--- src/rtl/force_array_ctrl.sv ---
// Per-element force/release controller for an N-element forceable signal array.
// Commands apply immediately while en is high, arm while en is low, and a falling en sweeps all releases.
module force_array_ctrl #(
  parameter int unsigned N  = 8,
  parameter int unsigned W  = 1,
  parameter int unsigned IW = (N > 1) ? $clog2(N) : 1
) (
  input  logic               clk,
  input  logic               rst_n,
  input  logic               en,
  input  logic               cmd_valid,
  output logic               cmd_ready,
  input  logic [1:0]         cmd_op,
  input  logic [IW-1:0]      cmd_idx,
  input  logic [W-1:0]       cmd_value,
  output logic [N-1:0]       force_o,
  output logic [N*W-1:0]     force_value_o,
  output logic [N-1:0]       release_o,
  output logic               busy_o,
  output logic               err_o
);

  localparam int unsigned IW1 = IW + 1;

  localparam logic [1:0] OP_NOP         = 2'd0;
  localparam logic [1:0] OP_FORCE       = 2'd1;
  localparam logic [1:0] OP_RELEASE     = 2'd2;
  localparam logic [1:0] OP_RELEASE_ALL = 2'd3;

  typedef enum logic {
    ST_IDLE  = 1'b0,
    ST_SWEEP = 1'b1
  } state_e;

  state_e             state_q, state_d;
  logic               en_q;
  logic [N-1:0]       armed_q, armed_d;
  logic [N*W-1:0]     arm_val_q, arm_val_d;
  logic               apply_pend_q, apply_pend_d;
  logic [N-1:0]       force_q, force_d;
  logic [N*W-1:0]     fval_q, fval_d;
  logic [N-1:0]       rel_q, rel_d;
  logic               busy_q, busy_d;
  logic               err_q, err_d;

  logic               rise_c;
  logic               fall_c;
  logic               cmd_fire_c;
  logic               idx_ok_c;
  logic               start_sweep;
  logic [N-1:0]       sel;

  // Isolate the lowest set bit; the sweep releases in ascending index order.
  function automatic logic [N-1:0] lowest_bit(input logic [N-1:0] v);
    return v & (~v + N'(1));
  endfunction

  assign rise_c     = en & ~en_q;
  assign fall_c     = ~en & en_q;
  assign cmd_ready  = (state_q == ST_IDLE) & ~rise_c & ~fall_c & ~apply_pend_q;
  assign cmd_fire_c = cmd_valid & cmd_ready;
  assign idx_ok_c   = ({1'b0, cmd_idx} < IW1'(N));

  always_comb begin
    state_d      = state_q;
    armed_d      = armed_q;
    arm_val_d    = arm_val_q;
    apply_pend_d = apply_pend_q;
    force_d      = force_q;
    fval_d       = fval_q;
    rel_d        = '0;
    err_d        = 1'b0;
    start_sweep  = 1'b0;
    sel          = '0;

    case (state_q)
      ST_IDLE: begin
        // Bulk apply of armed elements on a rise or on a rise deferred from the sweep.
        if (rise_c || apply_pend_q) begin
          force_d = force_q | armed_q;
          for (int unsigned i = 0; i < N; i++) begin
            if (armed_q[i]) fval_d[i*W +: W] = arm_val_q[i*W +: W];
          end
          armed_d      = '0;
          apply_pend_d = 1'b0;
        end

        if (fall_c) start_sweep = 1'b1;

        if (cmd_fire_c) begin
          case (cmd_op)
            OP_FORCE: begin
              if (!idx_ok_c) begin
                err_d = 1'b1;
              end else begin
                for (int unsigned i = 0; i < N; i++) begin
                  if (cmd_idx == IW'(i)) begin
                    if (en) begin
                      force_d[i]         = 1'b1;
                      fval_d[i*W +: W]   = cmd_value;
                    end else begin
                      armed_d[i]         = 1'b1;
                      arm_val_d[i*W +: W] = cmd_value;
                    end
                  end
                end
              end
            end
            OP_RELEASE: begin
              if (!idx_ok_c) begin
                err_d = 1'b1;
              end else begin
                for (int unsigned i = 0; i < N; i++) begin
                  if (cmd_idx == IW'(i)) begin
                    force_d[i] = 1'b0;
                    armed_d[i] = 1'b0;
                    rel_d[i]   = 1'b1;
                  end
                end
              end
            end
            OP_RELEASE_ALL: start_sweep = 1'b1;
            OP_NOP:         ;
            default:        ;
          endcase
        end

        // The first sweep release is issued on entry so pulses line up with the busy window.
        if (start_sweep) begin
          sel     = lowest_bit(force_d);
          rel_d   = sel;
          force_d = force_d & ~sel;
          state_d = ST_SWEEP;
        end
      end

      ST_SWEEP: begin
        if (rise_c) apply_pend_d = 1'b1;
        sel     = lowest_bit(force_q);
        rel_d   = sel;
        force_d = force_q & ~sel;
        // Leave only after one sweep cycle with nothing left to release.
        if (force_q == '0 && rel_q == '0) state_d = ST_IDLE;
      end

      default: state_d = ST_IDLE;
    endcase

    busy_d = (state_d == ST_SWEEP);
  end

  always_ff @(posedge clk or negedge rst_n) begin
    if (!rst_n) begin
      state_q      <= ST_IDLE;
      en_q         <= 1'b0;
      armed_q      <= '0;
      arm_val_q    <= '0;
      apply_pend_q <= 1'b0;
      force_q      <= '0;
      fval_q       <= '0;
      rel_q        <= '0;
      busy_q       <= 1'b0;
      err_q        <= 1'b0;
    end else begin
      state_q      <= state_d;
      en_q         <= en;
      armed_q      <= armed_d;
      arm_val_q    <= arm_val_d;
      apply_pend_q <= apply_pend_d;
      force_q      <= force_d;
      fval_q       <= fval_d;
      rel_q        <= rel_d;
      busy_q       <= busy_d;
      err_q        <= err_d;
    end
  end

  assign force_o       = force_q;
  assign force_value_o = fval_q;
  assign release_o     = rel_q;
  assign busy_o        = busy_q;
  assign err_o         = err_q;

endmodule

--- config.mk ---
export PLATFORM = sky130hd
export DESIGN_NAME = force_array_ctrl
export DESIGN_NICKNAME = d
export VERILOG_FILES = /design/src/rtl/force_array_ctrl.sv
export SDC_FILE = /design/constraint.sdc
export NUM_CORES = 1
export LEC_CHECK = 0
export ABC_CLOCK_PERIOD_IN_PS = 2500
export BUFFER_PORTS_ARGS = -buffer_cell sky130_fd_sc_hd__buf_2
export CORE_UTILIZATION = 50
export CTS_CLUSTER_DIAMETER = 60
export DETAILED_ROUTE_END_ITERATION = 10
export PLACE_DENSITY_LB_ADDON = 0.2
export SYNTH_ARGS = -nofsm -noshare
export SYNTH_HDL_FRONTEND = slang
export SYNTH_SLANG_ARGS = --single-unit
--- constraint.sdc ---
create_clock -name clk -period 2.5 [get_ports clk]
set_input_delay 0.75 -clock clk [delete_from_list [all_inputs] [get_ports clk]]
set_output_delay 0.75 -clock clk [all_outputs]
set_load 0.01 [all_outputs]
==> results of run 1 <==
==> state kept, by name, summed over array words and instances (netlist names) <==
register       flops
arm_val_q          8
en_q               1
armed_q            8
apply_pend_q       1
release_o          8
busy_o             1
force_o            8
force_value_o      8
==> synthesized netlist by cell type (5+ instances only) <==
cell	n	area share
a21oi_1	22	0.041
clkbuf_1	17	0.024
dfrtp_1	43	0.40
inv_1	7	0.0099
mux2_1	5	0.021
nand2_1	41	0.058
nand3_1	9	0.017
nor2_1	31	0.044
nor3_1	8	0.015
o21ai_0	19	0.036
o21ai_1	7	0.013
o22a_1	5	0.016
o22ai_1	7	0.016
or2_2	5	0.012
==> worst paths after layout <==
kind	slack (ns)	cells past startpoint	endpoint	startpoint
min in group asynchronous	0.51	2	force_o[0]	rst_n
worst min-delay path	0.49	1	force_value_o[2]	force_value_o[2]
worst max register to register	0.08	7	release_o[7]	busy_o
worst max-delay path	-0.26	10	release_o[7]	cmd_op[0]
max in group asynchronous	1.60	2	armed_q[2]	rst_n
worst min register to register	0.49	1	force_value_o[2]	force_value_o[2]
==> stage by stage <==
stage,instance area (um2),hold WS (ns),setup TNS [ns],setup slack (ns)
5_1_grt,3561,0.5074,-3.431,-0.3163
4_1_cts,3508,0.4948,-1.078,-0.2267
3_5_place_dp,3306,0.4742,-8.262,-0.6445
2_1_floorplan,2699,0.4544,-3.118,-0.4175
3_3_place_gp,3306,0.4685,-7.762,-0.5829
6_report,3561,0.4919,-2.382,-0.2574
==> per-layer routing <==
metal  vias to the layer above  wire length [um]  track usage
met3                        12               343      0.04953
met5                         -                 0            0
met2                        81              3568       0.4895
li1                       1268                 -            -
met1                      1255              3379       0.3826
met4                         0               108      0.09224
==> repair_timing <==
action	in CTS	in global routing
resized for setup	12	10
pin swaps	9	7
endpoints found under the setup margin	16	16
buffers inserted	3	2
==> kinds of logic (layout without fill, tap and decap cells) <==
logic type	Yosys count	in the layout
compound gates	94	94
mux	12	12
xor+xnor	1	1
other cells	1	1
flops	43	43
simple gates	123	123
buf+inv	27	107
fa+ha+maj	3	3
==> area by class of cell <==
type,count,area [um2],area share
Multi-Input combinational cell,234,1600,0.4494
Tap cell,70,87.58,0.02460
Clock buffer,5,68.82,0.01933
Sequential cell,43,1076,0.3022
Inverter,7,28.78,0.008082
Timing Repair Buffer,92,655.6,0.1841
Clock inverter,3,43.79,0.01230
==> power groups by stage <==
| stage | Sequential (mW) | Clock (mW) | Combinational [mW] |
|---|---|---|---|
| detailed placement | 0.835 | 0 | 0.730 |
| CTS | 0.823 | 0.550 | 0.759 |
| global route | 0.836 | 0.577 | 0.851 |
| global placement | 0.833 | 0 | 0.720 |
| floorplan | 0.862 | 0 | 0.426 |
| finish | 0.825 | 0.542 | 0.776 |
==> critical path, delay by kind of cell <==
family          cells  cell delay, ns
fa+ha+maj           1            0.20
compound gates      4            0.85
buf+inv             3            0.30
simple gates        2            0.86
==> results by group, run 1 <==
Clock tree
  – Max H-tree Level: 2
  – TritonCTS clock tree: built
  – Clock Path Buffers: 2
  – Clk Latency, worst-skew pair: ~0.3 ns
  – CTS Buf Count: 5
  – Clock root buffer: clkbuf_8
  – Hold_buf cts: 0
  – Clk slew on worst S/H paths: roughly 0.08 ns
  – # clock sinks: 43

GRT
  – Vias in the first global route: between 2000 and 3000
  – Grt total ovfl: 0
  – Total Routing Usage GR: 0.2910
  – Initial antenna violation count: 0
  – Largest net degree at the start of global routing: 44
  – First-pass GRT wire length: approximately 12 mm

Final layout
  – Non-Filler Instances: 454
  – Layout cells sized above 1: 0.3490
  – Most frequent cells in the layout: buf_4 (53), dfrtp_1 (43), nand2_1 (40), buf_2 (33), nor2_1 (30)
  – Post-layout util: 0.6972
  – Synth-to-layout area growth: 33.49%
  – FILL cells: ~400
  – Leading cell type in the layout, fill and taps excluded: buf_4
  – Antenna cell count: 0
  – Final net count: between 300 and 400

Synthesis
  – Synthesized area per cell: between 8 and 9 um2
  – Synth cell types: 57
  – Main combinational cell family by area after synthesis: compound AO/OA/AOI/OAI gates
  – Post-Syn Instances: between 300 and 400
  – Post-synthesis mux area share: 0.04925
  – EDFF count, synth: 0
  – Share of synthesized registers carrying an async set or reset: 1.000
  – Syn nets: 317
  – Compound-Gate Fraction of Synth Area: 0.2603
  – Synth Flop Type: dfrtp_1
  – Adder-Cell Fraction of Synth Area: 0.01407
  – Seq cells post-synth: 43
  – Post-Synth XOR/XNOR Area: 0.003283
  – Post-Synth Simple-Gate Area: 0.2275
  – Register area share after synthesis: 0.4034
  – Netlist Area Pre-Place: 0.002668 mm2
  – Syn. warnings: 0

Critical path
  – CP Class: primary input to register
  – CP required: 2.71 ns
  – Startpoint types: primary input
  – Slowest CP cell: or4b_4
  – Setup crit end kind: register
  – WP data arrival: 2.96 ns
  – Cell mode on critical path: buf_8
  – Crit-path cells: buf_8 > inv_4 > ha_4 > or4b_4 > buf_8 > a2111oi_4 > a2bb2oi_4 > o211ai_4 > or3_4 > o31ai_4
  – CP max FO: 7
  – CP peak stage delay: between 0.4 and 0.5 ns

Timing
  – Post-route setup slack: -0.2574 ns
  – Slew @ Worst Pin: about 0.54 ns
  – Fmax: between 300 and 400 MHz
  – Final Slew Violations: 0
  – Slew Limit Headroom: 0.6392
  – Worst Skew: around 0.016 ns
  – Final Hold Vio Count: 0
  – Fin crit period: ~2.8 ns
  – Final worst path period share: 1.103
  – Unrepaired setup endpoints after global routing: true
  – Final setup fails: 14

Pwr
  – Power Total: about 2.1 mW
  – Peak supply drop: ~0.43 mV
  – Combinational power share: 0.362
  – Net switching power: 0.7622 mW
  – Pint: 1.381 mW
  – Switching share of power: 0.3556
  – Clock share of power: 0.253
  – Share of total power in sequential cells: 0.385
  – Leak Pwr: ~1.7 nW
  – Pwr dens: ~600 mW/mm2

Route
  – Total Wirelength: roughly 7.4 mm
  – DR vias: about 2600
  – DRT antenna net count: 0
  – DR WL/cell: around 16 um
  – DR pass1 iterations: 4
  – Drc violations: 0
  – Starting DRT DRC Count: about 180
  – Drt via density: 5.762

Min path
  – Worst min path class: register to register

Status
  – Failing checks: negative setup slack
  – Outcome: finished, violations left

Placement
  – Placed cells: 443
  – GP Congestion: about 0.90
  – PortBufs: 35
  – Post-DP HPWL: between 5 and 6 mm

Floorplanning
  – Die Span Y: between 70 and 80 um
  – Initial core utilization: 0.5223
  – Num rows: 26
  – Total core area: 0.005107 mm2
  – IO Count: 37
  – Die W: ~75 um
  – Die area: about 0.0056 mm2

Job
  – Max Cap Violations: 0
(Power assumes the default switching activity.)
==> run 2, diff against run 1 <==
ABC_AREA = 0   (was not set)
ABC_CLOCK_PERIOD_IN_PS = 3600   (was 2500)
SETUP_SLACK_MARGIN = 0.05   (was not set)
clock period = 3.6 ns   (was 2.5 ns; I/O delays follow)
==> results by group, run 2 (synthesis gave the netlist of run 1 again) <==
Status
  – Outcome: finished clean

Final layout
  – Non-Filler Instances: 413
  – FILL cells: ~460
  – Layout cells sized above 1: 0.2362
  – Most frequent cells in the layout: dfrtp_1 (43), nand2_1 (41), buf_2 (35), nor2_1 (31), a21oi_1 (22)
  – Post-layout util: 0.5995
  – Synth-to-layout area growth: 14.78%
  – Leading cell type in the layout, fill and taps excluded: dfrtp_1
  – Antenna cell count: 0
  – Final net count: ~360
  – Design area: 0.003062 mm2

Clock tree
  – Post-CTS sizing: 0
  – Clock Path Buffers: 2
  – Clk Latency, worst-skew pair: 0.31 ns
  – # clock sinks: 43
  – Postcts setup bufs: 0
  – Max H-tree Level: 2
  – CTS Buf Count: 5
  – TritonCTS clock tree: built
  – Clock root buffer: clkbuf_8
  – Clk slew on worst S/H paths: roughly 0.090 ns
  – Hold_buf cts: 0

Critical path
  – FF-to-FF setup slack: 0.85 ns
  – CP peak stage delay: approximately 0.67 ns
  – Startpoint types: primary input
  – WP data arrival: between 3 and 4 ns
  – CP max FO: 8
  – CP Class: primary input to register
  – CP required: 3.82 ns
  – Reg2reg path depth: 6
  – Crit path launch: cmd_op[0]
  – CP endpoint: release_o[7]
  – Setup crit end kind: register
  – Slowest CP cell: or4b_1
  – Reg-to-reg endpoint: release_o[7]
  – R2r startpoint: apply_pend_q
  – Crit-path cells: buf_2 > inv_1 > ha_1 > or4b_1 > a2111oi_2 > a2bb2oi_1 > nand3_1 > or3_4 > o31ai_2

Route
  – DR pass1 iterations: 5
  – Drc violations: 0
  – Starting DRT DRC Count: 169
  – Total Wirelength: around 6.6 mm
  – DR vias: about 2400
  – DR WL/cell: around 16 um
  – Drt via density: approximately 5.8
  – DRT antenna net count: 0

Floorplanning
  – Die Span Y: about 75 um
  – Total core area: about 0.0051 mm2
  – Initial core utilization: 0.5223
  – Die area: 0.005631 mm2
  – Num rows: 26
  – IO Count: 37
  – Die W: roughly 75 um

Timing
  – Worst Skew: roughly 0.0081 ns
  – Final worst path period share: 0.9354
  – Final Slew Violations: 0
  – Fin crit period: between 3 and 4 ns
  – Unrepaired setup endpoints after global routing: false
  – Slew Limit Headroom: 0.3542
  – Final setup fails: 0
  – Final Hold Vio Count: 0
  – Slew @ Worst Pin: approximately 0.97 ns
  – Post-route setup slack: 0.2326 ns
  – Total Neg Setup Slack: 0 ns
  – Fmax: about 300 MHz

Placement
  – Placed cell area: between 0.002 and 0.003 mm2
  – Place WS: -0.04360 ns
  – Post-DP HPWL: between 4 and 5 mm
  – Placed cells: just over 400
  – PortBufs: 35
  – GP Congestion: 0.8942

GRT
  – Initial antenna violation count: 0
  – Grt total ovfl: 0
  – Total Routing Usage GR: 0.2585
  – Vias in the first global route: ~2200
  – Largest net degree at the start of global routing: between 50 and 60
  – First-pass GRT wire length: roughly 11 mm

Min path
  – Worst min path class: register to register
  – Hold wc startpoint: force_value_o[2]

Pwr
  – Peak supply drop: between 0.3 and 0.4 mV
  – Pwr dens: about 440 mW/mm2
  – Leak Pwr: between 1 and 1.5 nW

Job
  – Max Cap Violations: 0
## run 2: cell types whose count changed in the layout (fill, tap and decap cells not counted), sizes merged
cell / previous run / this run
buf: 92 / 51
bufinv: 1 / 0
clkinvlp: 0 / 1
## run 2: layer usage
metal | GRT usage | part of all wire | up-vias
met4 | 0.07757 | 0.010 | 0
li1 | - | - | 1179
met1 | 0.3607 | 0.49 | 1148
met5 | 0 | 0 | -
met2 | 0.4084 | 0.46 | 71
met3 | 0.04953 | 0.046 | 4
## run 2: worst min-delay path by stage
stage                       end  depth (start not counted)
6_report       force_value_o[2]                          1
5_1_grt        force_value_o[2]                          1
3_3_place_gp   force_value_o[3]                          1
3_5_place_dp   force_value_o[2]                          1
2_1_floorplan        armed_q[7]                          2
4_1_cts        force_value_o[2]                          1
## run 2: power breakdown
group | leakage (nW) | internal, mW | switching, mW
logic | 0.812 | 0.156 | 0.284
clock network | 0.0443 | 0.139 | 0.180
registers | 0.590 | 0.538 | 0.0427
total | 1.45 | 0.833 | 0.507
## run 2: per-stage QoR
stage / power, mW / hold WS [ns]
final: 1.340 / 0.4894
after global placement: 1.025 / 0.4683
after global routing: 1.424 / 0.5131
after detailed placement: 1.028 / 0.4764
after CTS: 1.352 / 0.4982
after floorplan: 0.8890 / 0.4585
## run 2: layout make-up
class	instances	area, um2	area share
multi-input combinational	234	1483	0.4843
sequential	43	1076	0.3514
tap	70	87.58	0.02861
clock inverter	3	25.02	0.008173
clock buffer	5	68.82	0.02248
timing repair buffer	51	295.3	0.09644
inverter	7	26.28	0.008582
## run 2: critical path: cells and delay by family
kind	cells	cell delay (ns)
buffers and inverters	2	0.14
adders and majority gates	1	0.31
and+or+nand+nor	3	1.18
AOI/OAI and AO/OA	3	0.88
